==> src/rtl/gun_aim_if.sv <==
// Joystick-to-gun handshake bundle between the emu top level and gun_aim_ctrl.
// The master drives tick and buttons; the slave returns the registered gun position.
interface gun_aim_if #(
  parameter int POS_W = 6
);
  logic             tick_4ms;
  logic             btn_left;
  logic             btn_right;
  logic             btn_up;
  logic             btn_down;
  logic             recenter;
  logic [POS_W-1:0] gun_h;
  logic [POS_W-1:0] gun_v;
  logic             moving;

  modport master (
    output tick_4ms, btn_left, btn_right, btn_up, btn_down, recenter,
    input  gun_h, gun_v, moving
  );

  modport slave (
    input  tick_4ms, btn_left, btn_right, btn_up, btn_down, recenter,
    output gun_h, gun_v, moving
  );
endinterface

==> src/rtl/gun_aim_ctrl.sv <==
// Light-gun H/V position sequencer: tap/hold/auto-repeat per axis, stepped on 4 ms tick edges.
// Optional macro GUN_ACCEL_EN doubles the repeat step after ACCEL_AFTER repeat steps.
module gun_aim_ctrl #(
  parameter int POS_W       = 6,
  parameter int POS_MAX     = 63,
  parameter int POS_INIT    = 32,
  parameter int REPEAT_DLY  = 8,
  parameter int REPEAT_DIV  = 2,
  parameter int ACCEL_AFTER = 16
) (
  input  logic     clock_12,
  input  logic     reset,
  gun_aim_if.slave bus
);

  localparam logic [1:0] ST_IDLE   = 2'd0;
  localparam logic [1:0] ST_HOLD   = 2'd1;
  localparam logic [1:0] ST_REPEAT = 2'd2;

  localparam logic [1:0] DIR_NONE = 2'b00;
  localparam logic [1:0] DIR_POS  = 2'b01;
  localparam logic [1:0] DIR_NEG  = 2'b11;

  localparam int CNT_MAX = (REPEAT_DLY > REPEAT_DIV) ? REPEAT_DLY : REPEAT_DIV;
  localparam int CNT_W   = $clog2(CNT_MAX) + 1;
`ifdef GUN_ACCEL_EN
  localparam int ACC_W   = $clog2(ACCEL_AFTER + 1);
`endif

  if (REPEAT_DLY < 1 || REPEAT_DIV < 1 || ACCEL_AFTER < 1) begin : g_param_err
    $error("gun_aim_ctrl: REPEAT_DLY, REPEAT_DIV and ACCEL_AFTER must be >= 1");
  end

  typedef struct packed {
    logic [1:0]       st;
    logic [CNT_W-1:0] cnt;
    logic [1:0]       dir;   // direction of the most recent step
    logic [POS_W-1:0] pos;
`ifdef GUN_ACCEL_EN
    logic [ACC_W-1:0] acc;
`endif
  } axis_t;

  function automatic axis_t axis_reset();
    axis_t r;
    r.st  = ST_IDLE;
    r.cnt = '0;
    r.dir = DIR_NONE;
    r.pos = POS_W'(POS_INIT);
`ifdef GUN_ACCEL_EN
    r.acc = '0;
`endif
    return r;
  endfunction

  // NOTE: nx starts as a full copy of cur, so every field has a value on every path and no latch can form.
  function automatic axis_t axis_next(input axis_t cur, input logic neg, input logic pos);
    axis_t          nx;
    logic [1:0]     dir;
    logic           do_step;
    logic [POS_W:0] size;
    logic [POS_W:0] ext;
    logic [POS_W:0] sum;
    nx      = cur;
    do_step = 1'b0;
    size    = (POS_W+1)'(1);
    dir     = (pos & ~neg) ? DIR_POS : ((neg & ~pos) ? DIR_NEG : DIR_NONE);

    case (cur.st)
      ST_HOLD: begin
        if (dir == DIR_NONE) begin
          nx.st  = ST_IDLE;
          nx.cnt = '0;
        end else if (dir != cur.dir) begin
          do_step = 1'b1;
          nx.cnt  = '0;
        end else if (cur.cnt == CNT_W'(REPEAT_DLY - 1)) begin
          do_step = 1'b1;
          nx.cnt  = '0;
          nx.st   = ST_REPEAT;
        end else begin
          nx.cnt = cur.cnt + CNT_W'(1);
        end
      end
      ST_REPEAT: begin
        if (dir == DIR_NONE) begin
          nx.st  = ST_IDLE;
          nx.cnt = '0;
        end else if (dir != cur.dir) begin
          do_step = 1'b1;
          nx.cnt  = '0;
          nx.st   = ST_HOLD;
        end else if (cur.cnt == CNT_W'(REPEAT_DIV - 1)) begin
          do_step = 1'b1;
          nx.cnt  = '0;
`ifdef GUN_ACCEL_EN
          if (cur.acc == ACC_W'(ACCEL_AFTER)) size = (POS_W+1)'(2);
          else                                nx.acc = cur.acc + ACC_W'(1);
`endif
        end else begin
          nx.cnt = cur.cnt + CNT_W'(1);
        end
      end
      default: begin  // IDLE, and recovery from the unused encoding
        nx.cnt = '0;
        nx.st  = ST_IDLE;
        if (dir != DIR_NONE) begin
          do_step = 1'b1;
          nx.st   = ST_HOLD;
        end
      end
    endcase

`ifdef GUN_ACCEL_EN
    if (nx.st != ST_REPEAT) nx.acc = '0;
`endif

    // Step is widened by one bit so both limits are detected before truncation.
    if (do_step) begin
      ext = {1'b0, cur.pos};
      if (dir == DIR_POS) begin
        sum    = ext + size;
        nx.pos = (sum > (POS_W+1)'(POS_MAX)) ? POS_W'(POS_MAX) : sum[POS_W-1:0];
      end else begin
        sum    = ext - size;
        nx.pos = (ext < size) ? '0 : sum[POS_W-1:0];
      end
      nx.dir = dir;
    end
    return nx;
  endfunction

  logic  tick_r;
  logic  tick_rise;
  logic  moving_q;
  axis_t ax_h;
  axis_t ax_v;
  axis_t h_nxt;
  axis_t v_nxt;

  assign tick_rise = bus.tick_4ms & ~tick_r;
  assign h_nxt     = axis_next(ax_h, bus.btn_left, bus.btn_right);
  assign v_nxt     = axis_next(ax_v, bus.btn_up,   bus.btn_down);

  // NOTE: all state below is written with <= so every register samples pre-edge values.
  always_ff @(posedge clock_12) begin
    if (reset) begin
      tick_r   <= 1'b1;  // a tick already high at release is not an edge
      ax_h     <= axis_reset();
      ax_v     <= axis_reset();
      moving_q <= 1'b0;
    end else begin
      tick_r <= bus.tick_4ms;
      if (bus.recenter) begin
        ax_h     <= axis_reset();
        ax_v     <= axis_reset();
        moving_q <= 1'b0;
      end else if (tick_rise) begin
        ax_h     <= h_nxt;
        ax_v     <= v_nxt;
        moving_q <= (h_nxt.st != ST_IDLE) | (v_nxt.st != ST_IDLE);
      end
    end
  end

  assign bus.gun_h  = ax_h.pos;
  assign bus.gun_v  = ax_v.pos;
  assign bus.moving = moving_q;

endmodule

==> src/flat_wrapper.sv <==
// flat-port wrapper written by rule: the top's interface ports become plain ports
module gun_aim_ctrl_flat 
#(
  parameter int POS_W       = 6,
  parameter int POS_MAX     = 63,
  parameter int POS_INIT    = 32,
  parameter int REPEAT_DLY  = 8,
  parameter int REPEAT_DIV  = 2,
  parameter int ACCEL_AFTER = 16
)
  (clock_12, reset, bus_tick_4ms, bus_btn_left, bus_btn_right, bus_btn_up, bus_btn_down, bus_recenter, bus_gun_h, bus_gun_v, bus_moving);
  gun_aim_if #(.POS_W(POS_W)) bus_i ();
  input  logic clock_12;
  input  logic reset;
  input wire logic [$bits(bus_i.tick_4ms)-1:0] bus_tick_4ms;
  input wire logic [$bits(bus_i.btn_left)-1:0] bus_btn_left;
  input wire logic [$bits(bus_i.btn_right)-1:0] bus_btn_right;
  input wire logic [$bits(bus_i.btn_up)-1:0] bus_btn_up;
  input wire logic [$bits(bus_i.btn_down)-1:0] bus_btn_down;
  input wire logic [$bits(bus_i.recenter)-1:0] bus_recenter;
  output wire logic [$bits(bus_i.gun_h)-1:0] bus_gun_h;
  output wire logic [$bits(bus_i.gun_v)-1:0] bus_gun_v;
  output wire logic [$bits(bus_i.moving)-1:0] bus_moving;
  assign bus_i.tick_4ms = bus_tick_4ms;
  assign bus_i.btn_left = bus_btn_left;
  assign bus_i.btn_right = bus_btn_right;
  assign bus_i.btn_up = bus_btn_up;
  assign bus_i.btn_down = bus_btn_down;
  assign bus_i.recenter = bus_recenter;
  assign bus_gun_h = bus_i.gun_h;
  assign bus_gun_v = bus_i.gun_v;
  assign bus_moving = bus_i.moving;
  gun_aim_ctrl #(.POS_W(POS_W), .POS_MAX(POS_MAX), .POS_INIT(POS_INIT), .REPEAT_DLY(REPEAT_DLY), .REPEAT_DIV(REPEAT_DIV), .ACCEL_AFTER(ACCEL_AFTER)) u_core (.clock_12(clock_12), .reset(reset), .bus(bus_i));
endmodule
==> config.mk <==
export PLATFORM = sky130hd
export DESIGN_NAME = gun_aim_ctrl_flat
export DESIGN_NICKNAME = d
export VERILOG_FILES = /design/src/rtl/gun_aim_if.sv /design/src/rtl/gun_aim_ctrl.sv /design/src/flat_wrapper.sv
export SDC_FILE = /design/constraint.sdc
export NUM_CORES = 1
export LEC_CHECK = 0
export ABC_AREA = 1
export BUFFER_PORTS_ARGS = -buffer_cell sky130_fd_sc_hd__buf_2
export CAP_MARGIN = 10
export CORE_MARGIN = 5
export CORE_UTILIZATION = 39
export DETAILED_ROUTE_END_ITERATION = 7
export PLACE_DENSITY = 0.65
export SLEW_MARGIN = 20
export SYNTH_ARGS = -nofsm -noshare
export SYNTH_HDL_FRONTEND = slang
export SYNTH_SLANG_ARGS = --single-unit
==> constraint.sdc <==
create_clock -name clock_12 -period 2 [get_ports clock_12]
set_clock_uncertainty 0.15 [all_clocks]
set_input_delay 0.4 -clock clock_12 [delete_from_list [all_inputs] [get_ports clock_12]]
set_output_delay 0.4 -clock clock_12 [all_outputs]
set_load 0.005 [all_outputs]
# Yosys cells after proc, flatten, opt, wreduce, memory -nomap -nowiden
# Index checks and enable logic that the tools add are counted.
[op_classes]
muxes = 48
order_cmp = 4
n_bitwise = 11
reduce_logical = 9
n_addsub = 6
eq_ne = 12
[ops]
columns = ["op", "n"]
rows = [
  ["two-way mux 6 bit", 10],
  ["two-way mux 4 bit", 8],
  ["case mux 6 bit (2 select lines)", 2],
  ["two-way mux 2 bit", 10],
  ["two-way mux 1 bit", 16],
  ["adder 6 x 1 -> 7 bit, second input constant", 2],
  ["greater-than comparator 7 x 6 -> 1 bit, second input constant", 2],
  ["less-than comparator 6 x 1 -> 1 bit, second input constant", 2],
  ["subtractor 6 x 1 -> 6 bit, second input constant", 2],
  ["adder 4 x 1 -> 4 bit, second input constant", 2],
  ["equality test 2 x 1 -> 1 bit, second input constant", 4],
  ["equality test 4 x 1 -> 1 bit, second input constant", 2],
  ["equality test 4 x 3 -> 1 bit, second input constant", 2],
  ["nonzero test 2 bit", 4],
  ["bitwise AND 1 bit", 5],
  ["NOT 1 bit", 5],
  ["equality test 2 bit, second input constant", 2],
  ["logical NOT 2 bit", 2],
  ["inequality test 2 bit", 2],
  ["case mux 1 bit (2 select lines)", 2],
  ["AND reduction 2 bit", 2],
  ["OR reduction 2 bit", 1],
  ["OR 1 bit", 1],
]
[totals]
inputBits = 8
wordCells = 100
register_bits = 30
out_inout_bits = 13

# Longest topological paths before layout
# Gate-level depths: netlist of the first run.
[depth]
word_depth = 10
mapped_depth = 14
mapped_depth_nobuf = 14

# Worst setup path after synthesis of the first run
# No wires, ideal clock.
[synth_path]
kind = "input-to-reg"
startpoint = "in bus_btn_right"
endpoint = "reg u_core.ax_h (netlist bit u_core.bus.gun_h[4])"
required_time_ns = 1.732
arrival_ns = 1.528
path_stages = 12
n_path_buf = 0
setup_slack_ns = 0.204
setup_ns = 0.118
cell_sequence = "inv_1 -> ha_1 -> inv_1 -> nand2_1 -> nand2_2 -> nand3_2 -> nand2_1 -> nand3b_2 -> nand2_4 -> inv_4 -> o21ai_1 -> nor2_1"
[synth_between]
elab_chain_cells = 9
elab_cells_between_ends = 17
cone_classes = "2 x eq/ne; 9 x mux; 3 x bitwise; 3 x reduce/logical"
[synth_rtl]
columns = ["element", "line", "rtl"]
rows = [
  ["start: declaration", "flat_wrapper.sv:17", "input wire logic [$bits(bus_i.btn_right)-1:0] bus_btn_right;"],
  ["NOT 1 bit", "gun_aim_ctrl.sv:67", "dir = (pos & ~neg) ? DIR_POS : ((neg & ~pos) ? DIR_NEG : DIR_NONE);"],
  ["bitwise AND 1 bit", "gun_aim_ctrl.sv:67", ""],
  ["two-way mux 2 bit", "gun_aim_ctrl.sv:67", ""],
  ["two-way mux 2 bit (*)", "gun_aim_ctrl.sv:67", ""],
  ["inequality test 2 bit", "gun_aim_ctrl.sv:74, gun_aim_ctrl.sv:89", ""],
  ["two-way mux 1 bit, on equally long branches", "gun_aim_ctrl.sv:89, gun_aim_ctrl.sv:74", ""],
  ["two-way mux 1 bit, on equally long branches", "gun_aim_ctrl.sv:86, gun_aim_ctrl.sv:71", ""],
  ["case mux 1 bit (2 select lines)", "gun_aim_ctrl.sv:69", "case (cur.st)"],
  ["AND reduction 2 bit (no source line)", "n/a", ""],
  ["end signal: assignment", "gun_aim_ctrl.sv:149", "ax_h <= axis_reset();"],
  ["end signal: assignment", "gun_aim_ctrl.sv:155", "ax_h <= axis_reset();"],
  ["end signal: assignment", "gun_aim_ctrl.sv:159", "ax_h <= h_nxt;"],
  ["end: declaration", "gun_aim_ctrl.sv:136", "axis_t ax_h;"],
]
# Mark *: on every way between the ends. The rest lies on a longest branch, timed or not.
# A chain may end at the register's enable or synchronous reset.

# Worst setup path in the final report of the first run
[layout_path]
startpoint = "reg u_core.ax_v (netlist bit u_core.bus.gun_v[1])"
endpoint = "reg u_core.ax_v (netlist bit u_core.bus.gun_v[0])"
[layout_between]
elab_chain_cells = 4
elab_cells_between_ends = 6
cone_classes = "1 x add/sub; 2 x order compare; 3 x mux"
[layout_rtl]
columns = ["element", "line", "rtl"]
rows = [
  ["start: declaration", "gun_aim_ctrl.sv:137", "axis_t ax_v;"],
  ["start signal: assignment", "gun_aim_ctrl.sv:150", "ax_v <= axis_reset();"],
  ["start signal: assignment", "gun_aim_ctrl.sv:156", "ax_v <= axis_reset();"],
  ["start signal: assignment", "gun_aim_ctrl.sv:160", "ax_v <= v_nxt;"],
  ["adder 6 x 1 -> 7 bit", "gun_aim_ctrl.sv:122", "sum = ext + size;"],
  ["greater-than comparator 7 x 6 -> 1 bit", "gun_aim_ctrl.sv:123", "nx.pos = (sum > (POS_W+1)'(POS_MAX)) ? POS_W'(POS_MAX) : sum[POS_W-1:0];"],
  ["two-way mux 6 bit", "gun_aim_ctrl.sv:123", ""],
  ["two-way mux 6 bit (*)", "gun_aim_ctrl.sv:121", "if (dir == DIR_POS) begin"],
]
# Marks and branches as above.

==> results by group, run 1 <==
Worst setup path
  • WP data arrival: 1.81 ns
  • Crit path required time: 2.03 ns
  • Crit path launch type: register
  • Crit-path max FO: 7
  • Crit Path Class: register to register
  • CP Capture Type: register

Power
  • LEAKAGE: 1.26 nW
  • Seq pwr share: 46.7%
  • Worst VDD drop: 0.208 mV
  • Final Power: 1.32 mW
  • PwrDens: 491 nW/um^2
  • Combinational power share: 14.3%
  • Sw Pwr: 367 uW
  • Power share of the clock group: 39.0%
  • Sw Share: 27.8%
  • Internal power: 955 uW

Floorplan
  • Row Count: 29
  • Die Ht: 89.7 um
  • Die area: 8050 um^2
  • Die Width: 89.7 um
  • Initial Utilization: 39.5%
  • Core area: 6280 um^2
  • Ports: 21

Timing
  • Crit share post-route: 89.0%
  • Final setup vio count: 0
  • Worst slew margin: 73.7%
  • RSZ-0062 raised after global routing: false
  • Final worst path period need: 1.78 ns
  • Slew Limit Fails: 0
  • Slew @ Worst Pin: 0.395 ns
  • Final hold violation count: 0
  • Max Clk Rate: 0.561 GHz

Cells and area
  • Fillers: 662
  • Seq. cell area: 601 um^2
  • Fin cells: 483
  • Multi-input gate area: 1490 um^2
  • Final nets: 431
  • Share of layout cells above drive strength 1: 16.3%
  • Synthesis-to-layout area growth: 8.58%
  • Inserted Diodes: 0

Synthesis
  • EDFF count, synth: 0
  • Synth cell types: 34
  • Syn_area_per_cell: 6.39 um^2
  • Top-area cell type share of the netlist area: 24.2%
  • Ys async rst share: 0%
  • Post-synth top area cell: dfxtp_1
  • Post-Syn Nets: 414
  • Top FF cell, synth: dfxtp_1
  • Post-Syn Instances: 388
  • YS warnings: 0
  • Synth top area cells: dfxtp_1 (24%), nand2_1 (13%), ha_1 (9.1%), inv_1 (8.9%), nand3_1 (6.1%)
  • Mapped Area: 2480 um^2
  • Flops & latches, synth: 30
  • Seq/Total Area, Yosys: 24.2%

Route
  • Pre-antenna DRT Iters: 4
  • Avg WL per Cell: 10.7 um
  • # DRC: 0
  • Via Count: 2314
  • Via/cell ratio: 4.79
  • Routed Antenna Nets: 0
  • DR iter-0 viols: 99
  • Final WL: 5150 um

Clock network
  • CTS sink cnt: 30
  • Post CTS Setup Buffer Count: 0
  • Post_cts resized: 0
  • CTS buffer count: 5
  • H-tree levels: 2
  • Post-CTS Hold Buffers: 0
  • Clock root buffer: clkbuf_8
  • Clock tree buffer depth: 2
  • CTS tree: done
  • Clk Latency, worst-skew pair: 0.29 ns
  • CTS clk-pin slew, worst paths: 0.07 ns

Place
  • Detailed Place HPWL: 4000 um
  • GP Congestion: 0.880
  • Placed cell count: 475
  • Port bufs: 20

Flow run
  • Max Cap Viol: 0

Global route
  • Initial antenna violation count: 0
  • Gr ovfl total: 0
  • Largest net degree at the start of global routing: 20
  • GRT Overall Usage: 13.2%
  • First-pass GRT wire length: 9290 um
  • Vias in the first global route: 2137

Min path
  • Hold WC Path Type: input port to register

Outcome
  • Status: completed
==> sequential cells by signal, indices dropped and copies added, names as in the netlist <==
name	cells
u_core.ax_h	8
u_core.ax_v	8
u_core.bus.gun_h	6
u_core.bus.gun_v	6
u_core.bus.moving	1
u_core.tick_r	1
==> placed cells by master, fill, tap and decap left out, drive strengths merged, types with 2 or more instances in the layout <==
cell	instances
nand2	95
inv	64
nor2	38
nand3	35
dfxtp	30
buf	29
a21oi	28
o21ai	26
ha	18
nand4	10
xor2	7
clkbuf	6
nor3	5
or2	3
nand3b	3
clkinv	2
==> worst max-delay path: stages, from the launching register on <==
cell and delay (ns):
dfxtp_1 0.47, ha_1 0.24, nand2_2 0.07, o21ai_1 0.13, nand2_1 0.06, inv_1 0.10
nand2_1 0.06, nor2_1 0.09, nor2_1 0.05, nand2_2 0.08, nand3_1 0.07, nand2_1 0.07
inv_1 0.03
==> cell families after synthesis <==
family                   count (synthesis)  share of synthesized area, %
AO/OA/AOI/OAI                           59                          12.5
XOR/XNOR                                 8                          2.83
adder cells (fa/ha/maj)                 18                          9.09
buffers and inverters                   84                          15.8
flip-flops                              30                          24.2
AND/OR/NAND/NOR                        189                          35.5
==> per-layer routing <==
metal | track usage [%] | vias up | routed length [um]
met5 | 0 | - | 0
met4 | 4.16 | 0 | 59
met3 | 3.51 | 6 | 226
met2 | 21.3 | 38 | 2330
met1 | 16.9 | 1010 | 2540
li1 | - | 1260 | -
==> final timing paths <==
kind                                           from             endpoint  depth (start not counted)  slack [ns]
worst max register to register  u_core.bus.gun_v[1]  u_core.bus.gun_v[0]                         12        0.22
worst max-delay path            u_core.bus.gun_v[1]  u_core.bus.gun_v[0]                         12        0.22
worst min register to register       u_core.ax_v[7]       u_core.ax_v[7]                          2        0.33
worst min-delay path                   bus_tick_4ms        u_core.tick_r                          2        0.16
==> cell type report <==
type / instances / area share (%)
multi-input cells: 274 / 55.2
flip-flops and latches: 30 / 22.3
inverters: 65 / 9.16
repair buffers: 29 / 6.23
well taps: 77 / 3.58
clock buffers: 6 / 3.07
clock inverters: 2 / 0.465
==> per-stage QoR <==
step	instance area (um^2)	util (%)	setup TNS [ns]	setup slack (ns)	hold slack (ns)
finish	2690	42.9	0	0.219	0.159
CTS	2690	42.9	0	0.205	0.152
global route	2690	42.9	0	0.0143	0.161
global placement	2600	41.4	-0.0264	-0.0167	0.301
detailed placement	2600	41.4	-0.263	-0.0728	0.321
floorplan	2480	-	0	0.204	0.294
==> power groups by stage <==
| stage | registers, mW | clock network (mW) | logic (mW) |
|---|---|---|---|
| 2_1_floorplan | 0.628 | 0 | 0.145 |
| 3_3_place_gp | 0.631 | 0 | 0.187 |
| 3_5_place_dp | 0.631 | 0 | 0.190 |
| 4_1_cts | 0.618 | 0.535 | 0.191 |
| 5_1_grt | 0.619 | 0.564 | 0.216 |
| 6_report | 0.618 | 0.516 | 0.189 |
==> synth_stat cells, types with 2 or more instances <==
cell and n:
nor3_1 5, nor2_2 5, o21ai_0 18, nand2_2 8, buf_4 13, buf_2 3
xor2_1 7, dfxtp_1 30, nand3b_1 2, nand3_2 5, inv_2 4, or2_2 2
ha_1 18, a21oi_1 28, inv_1 59, nand3_1 30, o21ai_1 7, nor2_1 32
nand4_1 10, buf_6 3, nand2_1 86
Power figures use the tool's default switching activity.
==> inputs of run 2 (changes only) <==
--- a/config.mk
+++ b/config.mk
@@ -6,12 +6,13 @@
 export NUM_CORES = 1
 export LEC_CHECK = 0
 export ABC_AREA = 1
+export ABC_CLOCK_PERIOD_IN_PS = 2000
 export BUFFER_PORTS_ARGS = -buffer_cell sky130_fd_sc_hd__buf_2
 export CAP_MARGIN = 10
 export CORE_MARGIN = 5
-export CORE_UTILIZATION = 39
+export CORE_UTILIZATION = 52
 export DETAILED_ROUTE_END_ITERATION = 7
-export PLACE_DENSITY = 0.65
+export PLACE_DENSITY = 0.8
 export SLEW_MARGIN = 20
 export SYNTH_ARGS = -nofsm -noshare
 export SYNTH_HDL_FRONTEND = slang
==> constraint.sdc (replaced) <==
create_clock -name clock_12 -period 2 [get_ports clock_12]
set_clock_uncertainty 0.15 [all_clocks]
set_input_delay 0.5 -clock clock_12 [delete_from_list [all_inputs] [get_ports clock_12]]
set_output_delay 0.5 -clock clock_12 [all_outputs]
set_load 0.005 [all_outputs]
==> results by group, run 2 (synthesized netlist as in run 1, its figures left out) <==
Place
  • GP Congestion: 0.889
  • Port bufs: 20
  • Detailed Place HPWL: 3950 um
  • Placed cell count: 456
  • Pre-CTS setup slack: -0.102 ns

Clock network
  • CTS tree: done
  • Post-CTS Hold Buffers: 0
  • CTS buffer count: 5
  • CTS sink cnt: 30
  • H-tree levels: 2
  • Clk Latency, worst-skew pair: 0.28 ns
  • Clock root buffer: clkbuf_8
  • CTS clk-pin slew, worst paths: 0.06 ns
  • Clock tree buffer depth: 2

Route
  • Routed Antenna Nets: 0
  • Final WL: 5080 um
  • Avg WL per Cell: 11.0 um
  • # DRC: 0
  • Pre-antenna DRT Iters: 5
  • Via/cell ratio: 5.20
  • DR iter-0 viols: 115
  • Via Count: 2411

Global route
  • First-pass GRT wire length: 8760 um
  • GRT Overall Usage: 17.1%
  • Vias in the first global route: 2142
  • Initial antenna violation count: 0
  • Largest net degree at the start of global routing: 20
  • Gr ovfl total: 0

Timing
  • RSZ-0062 raised after global routing: false
  • Setup TNS: 0 ns
  • Final worst path period need: 1.82 ns
  • Worst slew margin: 74.0%
  • Slew @ Worst Pin: 0.389 ns
  • Final setup vio count: 0
  • Max Clk Rate: 0.550 GHz
  • Final hold violation count: 0
  • Crit share post-route: 91.0%
  • Final WS setup: 0.181 ns
  • Slew Limit Fails: 0

Cells and area
  • Final nets: 435
  • Regs by FF count: u_core.ax_h x8, u_core.ax_v x8
  • Commonest cells after routing, fill and taps aside: nand2_1 (86), inv_1 (59), nor2_1 (32)
  • Share of layout cells above drive strength 1: 17.1%
  • Inserted Diodes: 0
  • Most common cell after layout, fill and taps aside: nand2_1
  • Fillers: 452
  • Fin cells: 464
  • Synthesis-to-layout area growth: 8.53%

Worst setup path
  • Crit path required time: 2.02 ns
  • Crit path launch type: input port
  • CP Capture Type: register
  • Crit Path Class: input port to register
  • WP data arrival: 1.84 ns
  • Crit-path max FO: 10

Floorplan
  • Die area: 6250 um^2
  • Row Count: 25
  • Core area: 4660 um^2
  • Initial Utilization: 53.2%
  • Ports: 21
  • Die Ht: 79.0 um
  • Die Width: 79.0 um

Flow run
  • Max Cap Viol: 0

Min path
  • Hold WC Path Type: input port to register

Power
  • Worst VDD drop: 0.386 mV
  • LEAKAGE: 1.28 nW
  • PwrDens: 492 nW/um^2

Outcome
  • Status: completed
==> run 2: worst max-delay path: stages <==
cell     delay, ns
buf_2         0.08
inv_1         0.03
ha_1          0.33
inv_1         0.09
nand2_1       0.06
nand2_2       0.09
nand3_1       0.09
nand2_1       0.08
nand3_2       0.08
nand2_2       0.16
inv_1         0.11
nand2_1       0.08
nand3_1       0.05
==> run 2: report_power, final <==
group	switching (mW)	total (mW)	internal, mW
sequential	0.0114	0.618	0.607
clock	0.229	0.506	0.277
combinational	0.119	0.199	0.0800
==> run 2: timing repair <==
item | in CTS | in global routing
endpoints found under the setup margin | 0 | 1
resized for setup | 0 | 1
setup buffers | 0 | 0
==> run 2: worst paths after layout <==
check             slack, ns                 from                  end  depth (start not counted)
hold / removal         0.27         bus_tick_4ms        u_core.tick_r                          2
hold reg to reg        0.33       u_core.ax_v[7]       u_core.ax_v[7]                          2
setup reg to reg       0.24  u_core.bus.gun_v[1]  u_core.bus.gun_v[0]                         12
setup / recovery       0.18         bus_btn_down  u_core.bus.gun_v[5]                         13
==> run 2: final cells by class <==
type	instances	area, um^2	share of cell area, %
Clock buffer	7	86.3	3.21
Clock inverter	1	5.00	0.186
Inverter	65	246	9.16
Multi-Input combinational cell	274	1490	55.2
Sequential cell	30	602	22.4
Tap cell	54	67.6	2.51
Timing Repair Buffer	33	198	7.35
==> run 2: routing by layer <==
| layer | up-vias | wire, um | GRT usage [%] |
|---|---|---|---|
| met4 | 0 | 61 | 7.22 |
| li1 | 1265 | - | - |
| met1 | 1086 | 2320 | 20.8 |
| met2 | 54 | 2460 | 28.1 |
| met5 | - | 0 | 0 |
| met3 | 6 | 238 | 4.88 |
==> run 2: metrics by stage <==
stage	hold slack [ns]	instance area (um^2)	total power [mW]	utilization, %
after global placement	0.303	2600	0.825	55.7
after floorplan	0.294	2480	0.772	-
after detailed placement	0.320	2600	0.830	55.7
after global routing	0.272	2690	1.39	57.7
final	0.269	2690	1.32	57.7
after CTS	0.261	2690	1.34	57.7
==> inputs of run 3 (changes only) <==
--- a/config.mk
+++ b/config.mk
@@ -6,13 +6,13 @@
 export NUM_CORES = 1
 export LEC_CHECK = 0
 export ABC_AREA = 1
-export ABC_CLOCK_PERIOD_IN_PS = 2000
+export ABC_CLOCK_PERIOD_IN_PS = 1780
 export BUFFER_PORTS_ARGS = -buffer_cell sky130_fd_sc_hd__buf_2
-export CAP_MARGIN = 10
+export CAP_MARGIN = 20
 export CORE_MARGIN = 5
-export CORE_UTILIZATION = 52
+export CORE_UTILIZATION = 60
 export DETAILED_ROUTE_END_ITERATION = 7
-export PLACE_DENSITY = 0.8
+export PLACE_DENSITY = 0.89
 export SLEW_MARGIN = 20
 export SYNTH_ARGS = -nofsm -noshare
 export SYNTH_HDL_FRONTEND = slang
==> constraint.sdc (replaced) <==
create_clock -name clock_12 -period 1.78 [get_ports clock_12]
set_clock_uncertainty 0.15 [all_clocks]
set_input_delay 0.445 -clock clock_12 [delete_from_list [all_inputs] [get_ports clock_12]]
set_output_delay 0.445 -clock clock_12 [all_outputs]
set_load 0.005 [all_outputs]
==> results by group, run 3 (synthesized netlist as in run 1, its figures left out) <==
Timing
  • Final worst path period need: 1.70 ns
  • Setup TNS: 0 ns
  • Crit share post-route: 95.4%
  • Max Clk Rate: 0.589 GHz
  • Slew @ Worst Pin: 0.397 ns
  • Final hold violation count: 0
  • Worst slew margin: 73.4%
  • RSZ-0062 raised after global routing: true
  • Final setup vio count: 0
  • Slew Limit Fails: 0

Cells and area
  • Inserted Diodes: 0
  • Regs by FF count: u_core.ax_h x8, u_core.ax_v x8
  • Fin area: 2840 um^2
  • Share of layout cells above drive strength 1: 23.9%
  • Commonest cells after routing, fill and taps aside: nand2_1 (84), inv_1 (54), nor2_1 (32)
  • Final nets: 443
  • Most common cell after layout, fill and taps aside: nand2_1
  • Synthesis-to-layout area growth: 14.5%

Worst setup path
  • CP Capture Type: register
  • Crit path required time: 1.80 ns
  • WP data arrival: 1.72 ns
  • Crit-path max FO: 9
  • Crit Path Class: input port to register
  • Crit path launch type: input port

Floorplan
  • Initial Utilization: 62.0%
  • Core area: 4000 um^2
  • Row Count: 23
  • Die area: 5520 um^2
  • Ports: 21
  • Die Width: 74.3 um
  • Die Ht: 74.3 um

Route
  • Final WL: 5370 um
  • Pre-antenna DRT Iters: 4
  • Via/cell ratio: 5.21
  • # DRC: 0
  • Routed Antenna Nets: 0
  • Via Count: 2440
  • DR iter-0 viols: 176
  • Avg WL per Cell: 11.5 um

Global route
  • First-pass GRT wire length: 9230 um
  • GRT Overall Usage: 20.8%
  • Gr ovfl total: 0
  • Initial antenna violation count: 0
  • Largest net degree at the start of global routing: 20
  • Vias in the first global route: 2372

Clock network
  • CTS clk-pin slew, worst paths: 0.06 ns
  • CTS tree: done
  • Clk Latency, worst-skew pair: 0.28 ns
  • CTS sink cnt: 30
  • Clock root buffer: clkbuf_8
  • Clock tree buffer depth: 2
  • CTS buffer count: 5
  • H-tree levels: 2

Place
  • Post-DP Area: 2690 um^2
  • Port bufs: 20
  • Detailed Place HPWL: 4080 um
  • GP Congestion: 0.919

Power
  • Seq pwr share: 46.0%
  • Final Power: 1.50 mW
  • Internal power: 1.10 mW
  • LEAKAGE: 1.33 nW
  • Sw Share: 27.1%
  • Power share of the clock group: 37.2%
  • PwrDens: 530 nW/um^2
  • Worst VDD drop: 0.439 mV
  • Sw Pwr: 407 uW
  • Combinational power share: 16.7%

Min path
  • Hold WC Path Type: input port to register

Outcome
  • Status: completed

Flow run
  • Max Cap Viol: 0
==> run 3: cell type report <==
class	count	area, um^2
multi-input cells	274	1560
fillers	325	1160
flip-flops and latches	30	617
repair buffers	41	258
inverters	65	246
clock buffers	7	86.3
well taps	50	62.6
clock inverters	1	5.00
==> run 3: stage by stage <==
step | utilization (%) | hold slack (ns) | std cells | setup WS, ns
2_1_floorplan | - | 0.294 | 388 | 0.0168
3_3_place_gp | 67.2 | 0.311 | 460 | -0.147
3_5_place_dp | 67.2 | 0.310 | 460 | -0.243
4_1_cts | 69.4 | 0.205 | 468 | 0.0298
5_1_grt | 71.0 | 0.208 | 468 | -0.0245
6_report | 71.0 | 0.217 | 468 | 0.0811
==> run 3: what timing repair did <==
item / CTS / global route
buffers inserted: 0 / 0
endpoints found under the setup margin: 0 / 17
hold buffers: 0 / 0
endpoints found under the hold margin: 0 / 0
gates resized for setup: 0 / 26
==> run 3: path summary, 6_finish.rpt <==
| kind | slack (ns) | startpoint | depth (start not counted) | to |
|---|---|---|---|---|
| max | 0.08 | bus_btn_right | 13 | u_core.bus.gun_h[4] |
| min | 0.22 | bus_tick_4ms | 2 | u_core.tick_r |
| max reg2reg | 0.11 | u_core.ax_h[9] | 12 | u_core.bus.gun_h[1] |
| min reg2reg | 0.32 | u_core.ax_v[7] | 2 | u_core.ax_v[7] |
==> run 3: metal layers <==
layer | global-route usage, % | wire length, um
met1 | 24.0 | 2390
met2 | 36.3 | 2620
met3 | 4.86 | 280
met4 | 9.49 | 84
met5 | 0 | 0
==> run 3: worst max-delay path, stage by stage <==
cell	delay, ns
buf_2	0.11
inv_2	0.06
ha_4	0.20
inv_1	0.06
nand2_1	0.06
nand2_2	0.11
nand3_1	0.09
nand2_2	0.09
nand3b_4	0.11
nand2_8	0.12
inv_4	0.05
o21ai_1	0.14
nor2_1	0.06
==> run 3: power groups by stage <==
stage | combinational, mW | clock, mW | sequential, mW
2_1_floorplan | 0.169 | 0 | 0.705
3_3_place_gp | 0.232 | 0 | 0.708
3_5_place_dp | 0.239 | 0 | 0.709
4_1_cts | 0.241 | 0.572 | 0.694
5_1_grt | 0.283 | 0.597 | 0.694
6_report | 0.252 | 0.560 | 0.692
